[src/rtl/if_fetch_unit_if.sv]
// Bus bundle for the instruction-fetch stage: imem request/response, redirect and decode handshake.
// Signal prefixes keep the fetch unit's point of view (o_ = driven by the fetch unit).
interface if_fetch_unit_if #(
   parameter int unsigned ADDR_W  = 32,
   parameter int unsigned INSTR_W = 32
);
   logic               o_imem_req_valid;
   logic               i_imem_req_ready;
   logic [ADDR_W-1:0]  o_imem_req_addr;
   logic               i_imem_rsp_valid;
   logic [INSTR_W-1:0] i_imem_rsp_data;
   logic               i_redirect;
   logic [ADDR_W-1:0]  i_redirect_addr;
   logic               o_valid;
   logic               i_ready;
   logic [ADDR_W-1:0]  o_pc;
   logic [INSTR_W-1:0] o_instruction;

   modport master (
      output o_imem_req_valid, o_imem_req_addr, o_valid, o_pc, o_instruction,
      input  i_imem_req_ready, i_imem_rsp_valid, i_imem_rsp_data,
             i_redirect, i_redirect_addr, i_ready
   );

   modport slave (
      input  o_imem_req_valid, o_imem_req_addr, o_valid, o_pc, o_instruction,
      output i_imem_req_ready, i_imem_rsp_valid, i_imem_rsp_data,
             i_redirect, i_redirect_addr, i_ready
   );
endinterface

[src/rtl/if_fetch_unit.sv]
// Instruction-fetch stage: PC, pipelined in-order imem requests, prefetch queue,
// valid/ready delivery to decode, and redirect with discard of stale in-flight words.
module if_fetch_unit #(
   parameter int unsigned        ADDR_W    = 32,
   parameter int unsigned        INSTR_W   = 32,
   parameter logic [ADDR_W-1:0]  RESET_PC  = '0,
   parameter int unsigned        Q_DEPTH   = 4,
   parameter int unsigned        MAX_OUTST = 2
) (
   input  logic            i_clk,
   input  logic            i_reset,
   if_fetch_unit_if.master bus
);
   localparam int unsigned QPW = $clog2(Q_DEPTH);
   localparam int unsigned CW  = $clog2(Q_DEPTH + 1);
   localparam int unsigned OW  = $clog2(MAX_OUTST + 1);
   localparam int unsigned RPW = (MAX_OUTST > 1) ? $clog2(MAX_OUTST) : 1;
   localparam int unsigned SW  = CW + OW + 1;

   localparam logic [ADDR_W-1:0] STEP       = ADDR_W'(INSTR_W / 8);
   localparam logic [ADDR_W-1:0] ALIGN_MASK = ADDR_W'(INSTR_W / 8 - 1);
   localparam logic [OW-1:0]     MAX_O      = OW'(MAX_OUTST);
   localparam logic [SW-1:0]     QD         = SW'(Q_DEPTH);
   localparam logic [CW-1:0]     CNT_FULL   = CW'(Q_DEPTH);
   localparam logic [RPW-1:0]    RP_LAST    = RPW'(MAX_OUTST - 1);

   logic [ADDR_W-1:0]  pc_q, pc_d;
   logic [OW-1:0]      outst_q, outst_d;
   logic [OW-1:0]      drop_q, drop_d;
   logic [CW-1:0]      cnt_q, cnt_d;
   logic [QPW-1:0]     rd_q, rd_d, wr_q, wr_d;
   logic [RPW-1:0]     rp_rd_q, rp_rd_d, rp_wr_q, rp_wr_d;

   logic [ADDR_W-1:0]  q_pc  [Q_DEPTH];
   logic [INSTR_W-1:0] q_ins [Q_DEPTH];
   logic [ADDR_W-1:0]  rp_mem [MAX_OUTST];

   logic          req_ok, acc, rsp, push, pop, valid;
   logic [SW-1:0] occ;

   // Slots already promised to live in-flight words count against the queue.
   assign occ    = SW'(cnt_q) + SW'(outst_q) - SW'(drop_q);
   assign req_ok = !i_reset && (outst_q < MAX_O) && (occ < QD);
   assign acc    = req_ok && bus.i_imem_req_ready;
   assign rsp    = bus.i_imem_rsp_valid;
   assign valid  = (cnt_q != '0);
   assign push   = rsp && (drop_q == '0) && !bus.i_redirect;
   assign pop    = valid && bus.i_ready && !bus.i_redirect;

   always_comb begin
      pc_d    = pc_q;
      drop_d  = drop_q;
      cnt_d   = cnt_q;
      rd_d    = rd_q;
      wr_d    = wr_q;
      rp_rd_d = rp_rd_q;
      rp_wr_d = rp_wr_q;
      outst_d = outst_q + OW'(acc) - OW'(rsp);
      if (acc) rp_wr_d = (rp_wr_q == RP_LAST) ? '0 : rp_wr_q + RPW'(1);
      if (rsp) rp_rd_d = (rp_rd_q == RP_LAST) ? '0 : rp_rd_q + RPW'(1);
      if (bus.i_redirect) begin
         // Everything still in flight after this edge belongs to the old path.
         pc_d   = bus.i_redirect_addr & ~ALIGN_MASK;
         drop_d = outst_d;
         cnt_d  = '0;
         rd_d   = '0;
         wr_d   = '0;
      end else begin
         if (acc) pc_d = pc_q + STEP;
         if (rsp && (drop_q != '0)) drop_d = drop_q - OW'(1);
         if (push) wr_d = wr_q + QPW'(1);
         if (pop)  rd_d = rd_q + QPW'(1);
         cnt_d = cnt_q + CW'(push) - CW'(pop);
      end
   end

   always_ff @(posedge i_clk) begin
      if (i_reset) begin
         pc_q    <= RESET_PC;
         outst_q <= '0;
         drop_q  <= '0;
         cnt_q   <= '0;
         rd_q    <= '0;
         wr_q    <= '0;
         rp_rd_q <= '0;
         rp_wr_q <= '0;
      end else begin
         pc_q    <= pc_d;
         outst_q <= outst_d;
         drop_q  <= drop_d;
         cnt_q   <= cnt_d;
         rd_q    <= rd_d;
         wr_q    <= wr_d;
         rp_rd_q <= rp_rd_d;
         rp_wr_q <= rp_wr_d;
      end
   end

   always_ff @(posedge i_clk) begin
      if (acc) rp_mem[rp_wr_q] <= pc_q;
      if (push) begin
         q_pc[wr_q]  <= rp_mem[rp_rd_q];
         q_ins[wr_q] <= bus.i_imem_rsp_data;
      end
   end

   assign bus.o_imem_req_valid = req_ok;
   assign bus.o_imem_req_addr  = pc_q;
   assign bus.o_valid          = valid;
   assign bus.o_pc             = valid ? q_pc[rd_q]  : '0;
   assign bus.o_instruction    = valid ? q_ins[rd_q] : '0;

   a_rsp_needs_outst: assert property (@(posedge i_clk) disable iff (i_reset)
      rsp |-> (outst_q != '0));
   a_no_overflow: assert property (@(posedge i_clk) disable iff (i_reset)
      !(push && !pop && (cnt_q == CNT_FULL)));
   a_drop_le_outst: assert property (@(posedge i_clk) disable iff (i_reset)
      drop_q <= outst_q);
endmodule

[src/flat_wrapper.sv]
// flat-port wrapper written by rule: the top's interface ports become plain ports
module if_fetch_unit_flat 
#(
   parameter int unsigned        ADDR_W    = 32,
   parameter int unsigned        INSTR_W   = 32,
   parameter logic [ADDR_W-1:0]  RESET_PC  = '0,
   parameter int unsigned        Q_DEPTH   = 4,
   parameter int unsigned        MAX_OUTST = 2
)
  (i_clk, i_reset, bus_o_imem_req_valid, bus_o_imem_req_addr, bus_o_valid, bus_o_pc, bus_o_instruction, bus_i_imem_req_ready, bus_i_imem_rsp_valid, bus_i_imem_rsp_data, bus_i_redirect, bus_i_redirect_addr, bus_i_ready);
  if_fetch_unit_if #(.ADDR_W(ADDR_W), .INSTR_W(INSTR_W)) bus_i ();
  input  logic i_clk;
  input  logic i_reset;
  output wire logic [$bits(bus_i.o_imem_req_valid)-1:0] bus_o_imem_req_valid;
  output wire logic [$bits(bus_i.o_imem_req_addr)-1:0] bus_o_imem_req_addr;
  output wire logic [$bits(bus_i.o_valid)-1:0] bus_o_valid;
  output wire logic [$bits(bus_i.o_pc)-1:0] bus_o_pc;
  output wire logic [$bits(bus_i.o_instruction)-1:0] bus_o_instruction;
  input wire logic [$bits(bus_i.i_imem_req_ready)-1:0] bus_i_imem_req_ready;
  input wire logic [$bits(bus_i.i_imem_rsp_valid)-1:0] bus_i_imem_rsp_valid;
  input wire logic [$bits(bus_i.i_imem_rsp_data)-1:0] bus_i_imem_rsp_data;
  input wire logic [$bits(bus_i.i_redirect)-1:0] bus_i_redirect;
  input wire logic [$bits(bus_i.i_redirect_addr)-1:0] bus_i_redirect_addr;
  input wire logic [$bits(bus_i.i_ready)-1:0] bus_i_ready;
  assign bus_o_imem_req_valid = bus_i.o_imem_req_valid;
  assign bus_o_imem_req_addr = bus_i.o_imem_req_addr;
  assign bus_o_valid = bus_i.o_valid;
  assign bus_o_pc = bus_i.o_pc;
  assign bus_o_instruction = bus_i.o_instruction;
  assign bus_i.i_imem_req_ready = bus_i_imem_req_ready;
  assign bus_i.i_imem_rsp_valid = bus_i_imem_rsp_valid;
  assign bus_i.i_imem_rsp_data = bus_i_imem_rsp_data;
  assign bus_i.i_redirect = bus_i_redirect;
  assign bus_i.i_redirect_addr = bus_i_redirect_addr;
  assign bus_i.i_ready = bus_i_ready;
  if_fetch_unit #(.ADDR_W(ADDR_W), .INSTR_W(INSTR_W), .RESET_PC(RESET_PC), .Q_DEPTH(Q_DEPTH), .MAX_OUTST(MAX_OUTST)) u_core (.i_clk(i_clk), .i_reset(i_reset), .bus(bus_i));
endmodule
[config.mk]
export PLATFORM = sky130hd
export DESIGN_NAME = if_fetch_unit_flat
export DESIGN_NICKNAME = d
export VERILOG_FILES = /design/src/rtl/if_fetch_unit_if.sv /design/src/rtl/if_fetch_unit.sv /design/src/flat_wrapper.sv
export SDC_FILE = /design/constraint.sdc
export NUM_CORES = 1
export LEC_CHECK = 0
export CORE_ASPECT_RATIO = 2
export CORE_MARGIN = 8
export CORE_UTILIZATION = 50
export CTS_BUF_LIST = sky130_fd_sc_hd__clkbuf_4
export DETAILED_ROUTE_END_ITERATION = 10
export GPL_ROUTABILITY_DRIVEN = 0
export GPL_TIMING_DRIVEN = 0
export PLACE_DENSITY = 0.7
export SLEW_MARGIN = 20
export SYNTH_ARGS = -nofsm -noshare
export SYNTH_HDL_FRONTEND = slang
export SYNTH_SLANG_ARGS = --single-unit
[constraint.sdc]
create_clock -name i_clk -period 4.66 [get_ports i_clk]
set_clock_uncertainty 0.2 [all_clocks]
set_input_delay 1.398 -clock i_clk [delete_from_list [all_inputs] [get_ports i_clk]]
set_output_delay 1.398 -clock i_clk [all_outputs]
set_load 0.03 [all_outputs]
==> results.toml, run 1 <==
[critical_path]
rrSetupSlack_ns = 0.73
endpoint_kind = "output pin"
arrival_ns = 2.83
cp_slowest_cell = "clkdlybuf4s50_1"
worstPathRequired_ns = 3.06
path_cells = "clkbuf_4 -> mux4_2 -> nor2b_1 -> clkdlybuf4s50_1"
start_kind = "register"
crit_buf_inv = 2
crit_family = "buffers and inverters"
criticalPathCategory = "register to output pin"
crit_path_max_incr_delay_ns = 0.61
cp_max_fo = 10

[floorplanning]
initial_utilization_pct = 50.76
die_w_um = 135.4
io_pins = 168
rows = 87
core-area_sq_mm = 0.02808
die_area_sq_mm = 0.03450
die_y_um = 254.8

[route]
postRouteWirelength_mm = 30.69
vias = 8158
drtPass1Iterations = 5
post_drt_wl_per_cell_um = 20.64
route.detailed.drc = 0
drt_iter0_markers = 408
antenna_left = 0
vias_per_cell = 5.486

[grt]
grt_pass1_vias = 8917
grt.total_usage_pct = 18.15
grt_pass1_wl_mm = 47.40
grt_antenna_before_repair = 1
grt_max_degree = 42
globalRoute.totalOverflow = 0

[timing]
grt_setup_unrepaired = "no"
hold_viol_final = 0
slew_headroom_pct = 49.77
setup_tns_ns = 0
fin_crit_sh_pct = 95.07
min_period_ns = 4.430
fmax_mhz = 225.7
setup_viol = 0
slew_violations = 0
tightest_slew_ns = 0.7534

[pwr]
leakagePower_uw = 0.005708
power_frac_comb_pct = 14.2
switchingPower_uw = 1778
p_int_uw = 5314
p_clk_share_pct = 32.3
ir_drop_mv = 0.1973
power_frac_seq_pct = 53.5
p_per_area_mw_per_mm2 = 405.1
switching_share_pct = 25.07

[synthesis]
syn_inst = 825
synth_seq_cells = 354
synth_enable_flop_cells = 308
syn_area_per_cell_sq_um = 17.28
ys_types = 55
synth_flop_cell = "edfxtp_1"
ys_async_sr_fraction_pct = 0
ys_seq_area_share_pct = 71.34
yosys_warnings = 0
syn_area_sq_mm = 0.01425

[cts]
insertion_delay_ns = 0.67
htreeDepth = 3
clk_pin_slew_ns = 0.08
post_cts_buffers = 0
cts_max_path_buffers = 3
clock-sinks = 354
cts_tree = "yes"
ctsHoldBuffers = 0
cts-root-buf = "clkbuf_4"
cts_buffers = 75

[placement]
place_area_sq_mm = 0.01647
port_buffers = 160
hpwlAfterDp_mm = 21.06

[layout]
regArea_sq_mm = 0.01017
nets = 1153
final_area_sq_mm = 0.01751
layout_commonest_cell = "edfxtp_1"
area_delta_synth_final_pct = 22.80
drive_above_1_share_pct = 23.72
final_cell_mix = "edfxtp_1 (308), clkdlybuf4s50_1 (159), clkbuf_4 (119), nor2b_1 (64), mux4_2 (62)"
fillers = 2166
multiInputGateArea_sq_mm = 0.003829

[hold_path]
worstHoldPathType = "register to register"

[run]
max-cap-violations = 0

[run_status]
outcome = "finished, final reports clean"
state kept, by name, indices dropped and copies added (netlist names), named ones only:
name                        cells
u_core.bus.o_imem_req_addr     30
u_core.cnt_q                    3
u_core.drop_q                   2
u_core.outst_q                  2
u_core.q_ins                  128
u_core.q_pc                   120
u_core.rd_q                     2
u_core.rp_mem                  60
u_core.rp_rd_q                  1
u_core.rp_wr_q                  1
u_core.wr_q                     2
cells in the mapped netlist (4+ instances only):
master     instances  share of area [%]
a21oi_1           15               0.53
clkbuf_1          31               0.82
buf_4              6               0.32
buf_2              5               0.18
and2_1             7               0.31
mux4_2            62                9.8
and3_1            11               0.48
dfxtp_1           46                6.5
a311oi_1          10               0.61
and4_1             6               0.37
xnor2_1           16               0.98
nand3_1           15               0.53
a211oi_1          11               0.58
o21ai_0            5               0.18
a2111oi_0          9               0.55
nor2_1            45                1.2
mux2_2            30                2.4
nor4b_1            9               0.55
nor2b_1           64                2.8
ha_1              12                1.1
nand4_1            8               0.35
nand2_1           16               0.42
inv_1             26               0.68
edfxtp_1         308                 65
buf_1              4               0.11
metal layers:
layer  wire (um)  part of all wire [%]  track usage [%]  vias up
li1            -                     -                -     3763
met1       10670                    35            17.74     4025
met2       17240                    56            34.21      303
met3        1717                   5.6            4.260       67
met4        1060                   3.5            9.541        0
met5           0                     0                0        -
timing repair:
action	in CTS	in global routing
endpoints found under the hold margin	0	0
setup endpoints to repair	61	40
resized for setup	35	15
final timing paths:
path | startpoint | end | depth (start not counted)
min | u_core.bus.o_imem_req_addr[31]$_SDFFE_PP0P_ | u_core.rp_mem[1][31]$_DFFE_PP_ | 0
max | register | bus_o_pc[10] | 4
max reg2reg | u_core.cnt_q[0]$_SDFF_PP0_ | u_core.rp_mem[1][5]$_DFFE_PP_ | 10
min reg2reg | u_core.bus.o_imem_req_addr[31]$_SDFFE_PP0P_ | u_core.rp_mem[1][31]$_DFFE_PP_ | 0
kinds of logic (layout without fill, tap and decap cells):
logic type,count (synthesis),in the layout,share of synthesized area [%]
buffers and inverters,74,376,2.203
adder cells (fa/ha/maj),14,14,1.334
AO/OA/AOI/OAI,71,71,3.827
multiplexers,92,92,12.17
XOR/XNOR,19,19,1.167
other,1,5,0.02631
flip-flops,354,354,71.34
AND/OR/NAND/NOR,200,200,7.935
area by class of cell:
class,count,share of cell area [%]
Inverter,27,0.5789
Multi-Input combinational cell,400,21.87
Clock inverter,24,0.7147
Antenna cell,1,0.01429
Clock buffer,114,4.889
Buffer,45,1.351
Tap cell,356,2.544
Timing Repair Buffer,166,9.921
Sequential cell,354,58.12
metrics by stage:
step | total power, uW | setup slack [ns] | util [%] | cells | hold WS, ns
after floorplan | 4448 | 0.3334 | - | 828 | 0.2799
after CTS | 7179 | -0.004968 | 62.21 | 1486 | 0.3232
final | 7092 | 0.2300 | 62.33 | 1487 | 0.3207
after global routing | 7402 | 0.02558 | 62.33 | 1487 | 0.3440
after detailed placement | 4870 | 0.05856 | 58.66 | 1350 | 0.2964
after global placement | 4816 | -1.165 | 58.09 | 1344 | 0.2971
power by group through the flow:
stage | registers, uW | logic [uW] | clock network, uW
global placement | 3860 | 954 | 0
global route | 3810 | 1090 | 2510
CTS | 3790 | 1020 | 2370
detailed placement | 3860 | 1010 | 0
floorplan | 3870 | 579 | 0
finish | 3790 | 1010 | 2290
No activity file was read; power rests on OpenSTA's default activity.
==> inputs of run 2 (changes only) <==
--- a/config.mk
+++ b/config.mk
@@ -5,8 +5,8 @@
 export SDC_FILE = /design/constraint.sdc
 export NUM_CORES = 1
 export LEC_CHECK = 0
+export CAP_MARGIN = 20
 export CORE_ASPECT_RATIO = 2
-export CORE_MARGIN = 8
 export CORE_UTILIZATION = 50
 export CTS_BUF_LIST = sky130_fd_sc_hd__clkbuf_4
 export DETAILED_ROUTE_END_ITERATION = 10
==> run 2 against run 1 <==
Combinational power about the same. Routed wire length decreased by 4.9%. Sequential cell count unchanged. First-iteration DRC count down 8.1%. Critical path depth stayed put. Final area barely moved. Die area is 15% lower. Worst setup slack lost 0.054 ns. Critical endpoint is now bus_o_pc[20].
==> results.toml, run 2 (same netlist as run 1, synthesis figures left out) <==
[critical_path]
worstPathRequired_ns = 3.06
criticalPathCategory = "register to output pin"
arrival_ns = 2.89
crit_path_max_incr_delay_ns = 0.59
path_cells = "buf_2 -> mux4_2 -> nor2b_1 -> clkdlybuf4s50_1"
rr_startpoint = "u_core.cnt_q[0]$_SDFF_PP0_"
cp_slowest_cell = "clkdlybuf4s50_1"
crit_buf_inv = 2
endpoint_kind = "output pin"
r2r_end = "u_core.rp_mem[1][2]$_DFFE_PP_"
reg2reg_depth = 10
crit_family = "buffers and inverters"
cp_max_fo = 10
start_kind = "register"
rrSetupSlack_ns = 0.72

[placement]
hpwlAfterDp_mm = 19.52
port_buffers = 160
place_area_sq_mm = 0.01647

[route]
drt_iter0_markers = 375
wl_met1_mm = 10.38
vias = 8110
met3_length_mm = 1.330
vias_per_cell = 5.480
wl_met2_mm = 15.91
postRouteWirelength_mm = 29.20
drtPass1Iterations = 4
route.detailed.drc = 0
routed.top_layer = "met4"
antenna_left = 0
post_drt_wl_per_cell_um = 19.73

[cts]
cts_buffers = 75
insertion_delay_ns = 0.70
htreeDepth = 3
post_cts_buffers = 0
cts_max_path_buffers = 3
clk_pin_slew_ns = 0.07
clock-sinks = 354
cts_tree = "yes"
ctsHoldBuffers = 0
cts-root-buf = "clkbuf_4"

[grt]
grt.total_usage_pct = 20.96
grt_max_degree = 42
grt_pass1_wl_mm = 45.24
grt_pass1_vias = 8517
grt_antenna_before_repair = 1
globalRoute.totalOverflow = 0

[timing]
slew_violations = 0
slew_headroom_pct = 50.09
hold_ws_ns = 0.3121
min_period_ns = 4.484
grt_setup_unrepaired = "no"
fmax_mhz = 223.0
tightest_slew_ns = 0.7486
fin_crit_sh_pct = 96.23
setup_viol = 0
setup_tns_ns = 0
hold_viol_final = 0

[floorplanning]
initial_utilization_pct = 50.76
die_y_um = 240.8
die_area_sq_mm = 0.02923
io_pins = 168
core-area_sq_mm = 0.02808
die_w_um = 121.4
rows = 87

[layout]
area_delta_synth_final_pct = 22.73
nets = 1153
reg_top3 = "u_core.q_ins: 128 flops, u_core.q_pc: 120 flops, u_core.rp_mem: 60 flops"
largest_reg_flops = 128
drive_above_1_share_pct = 24.04
final_area_sq_mm = 0.01750
utilization_pct = 62.30
final_cell_mix = "edfxtp_1 (308), clkdlybuf4s50_1 (159), clkbuf_4 (120), nor2b_1 (64), mux4_2 (62)"
layout_commonest_cell = "edfxtp_1"
top_register = "u_core.q_ins"

[hold_path]
worstHoldPathType = "register to register"
min_path_cells = 2
worstHoldStart = "u_core.rp_rd_q$_SDFFE_PP0P_"

[pwr]
ir_drop_mv = 0.1949
leakagePower_uw = 0.005715
p_per_area_mw_per_mm2 = 408.7

[run_status]
outcome = "finished, final reports clean"

[run]
max-cap-violations = 0
run 2: cell type report:
class / instances / area, sq um
timing repair buffer: 166 / 1733
fill: 2158 / 10590
clock buffer: 118 / 885.9
inverter: 27 / 101.3
tap: 356 / 445.4
antenna: 1 / 2.502
clock inverter: 13 / 102.6
sequential: 354 / 10170
buffer: 45 / 229.0
multi-input combinational: 400 / 3822
run 2: layer usage:
metal	vias to the layer above	GRT usage (%)
met5	-	0
met1	4002	21.94
met4	0	13.54
met3	82	4.159
met2	281	37.65
li1	3745	-
run 2: repair_timing:
item	4_1_cts	5_1_grt
pin swaps	0	1
setup endpoints to repair	61	13
resized for setup	37	8
run 2: metrics by stage:
stage / setup slack [ns] / cells / power [uW]
after global placement: -1.177 / 1344 / 4810
after floorplan: 0.3334 / 828 / 4448
after detailed placement: 0.005827 / 1350 / 4854
after CTS: 0.004895 / 1479 / 7228
final: 0.1756 / 1480 / 7151
after global routing: 0.006539 / 1480 / 7463
run 2: where the power goes:
group | switching, uW | total [uW] | internal, uW
clock | 1110 | 2360 | 1260
sequential | 89.9 | 3790 | 3700
combinational | 566 | 998 | 432
run 2: worst max-delay path by stage:
stage                                           endpoint  slack, ns  cells past startpoint
final                                       bus_o_pc[20]       0.18                      4
after CTS                                   bus_o_pc[24]      0.005                      4
after floorplan           u_core.rp_mem[0][10]$_DFFE_PP_       0.33                      7
after global routing               bus_o_instruction[27]      0.007                      4
after detailed placement            bus_o_imem_req_valid      0.006                      4
after global placement     u_core.q_ins[0][26]$_DFFE_PP_      -1.18                      4
run 2: tightest hold or removal path, delay by kind of cell, from the launching register on:
kind          cells  cell delay [ns]
simple gates      1             0.07
xor+xnor          1             0.08
flops             1             0.33
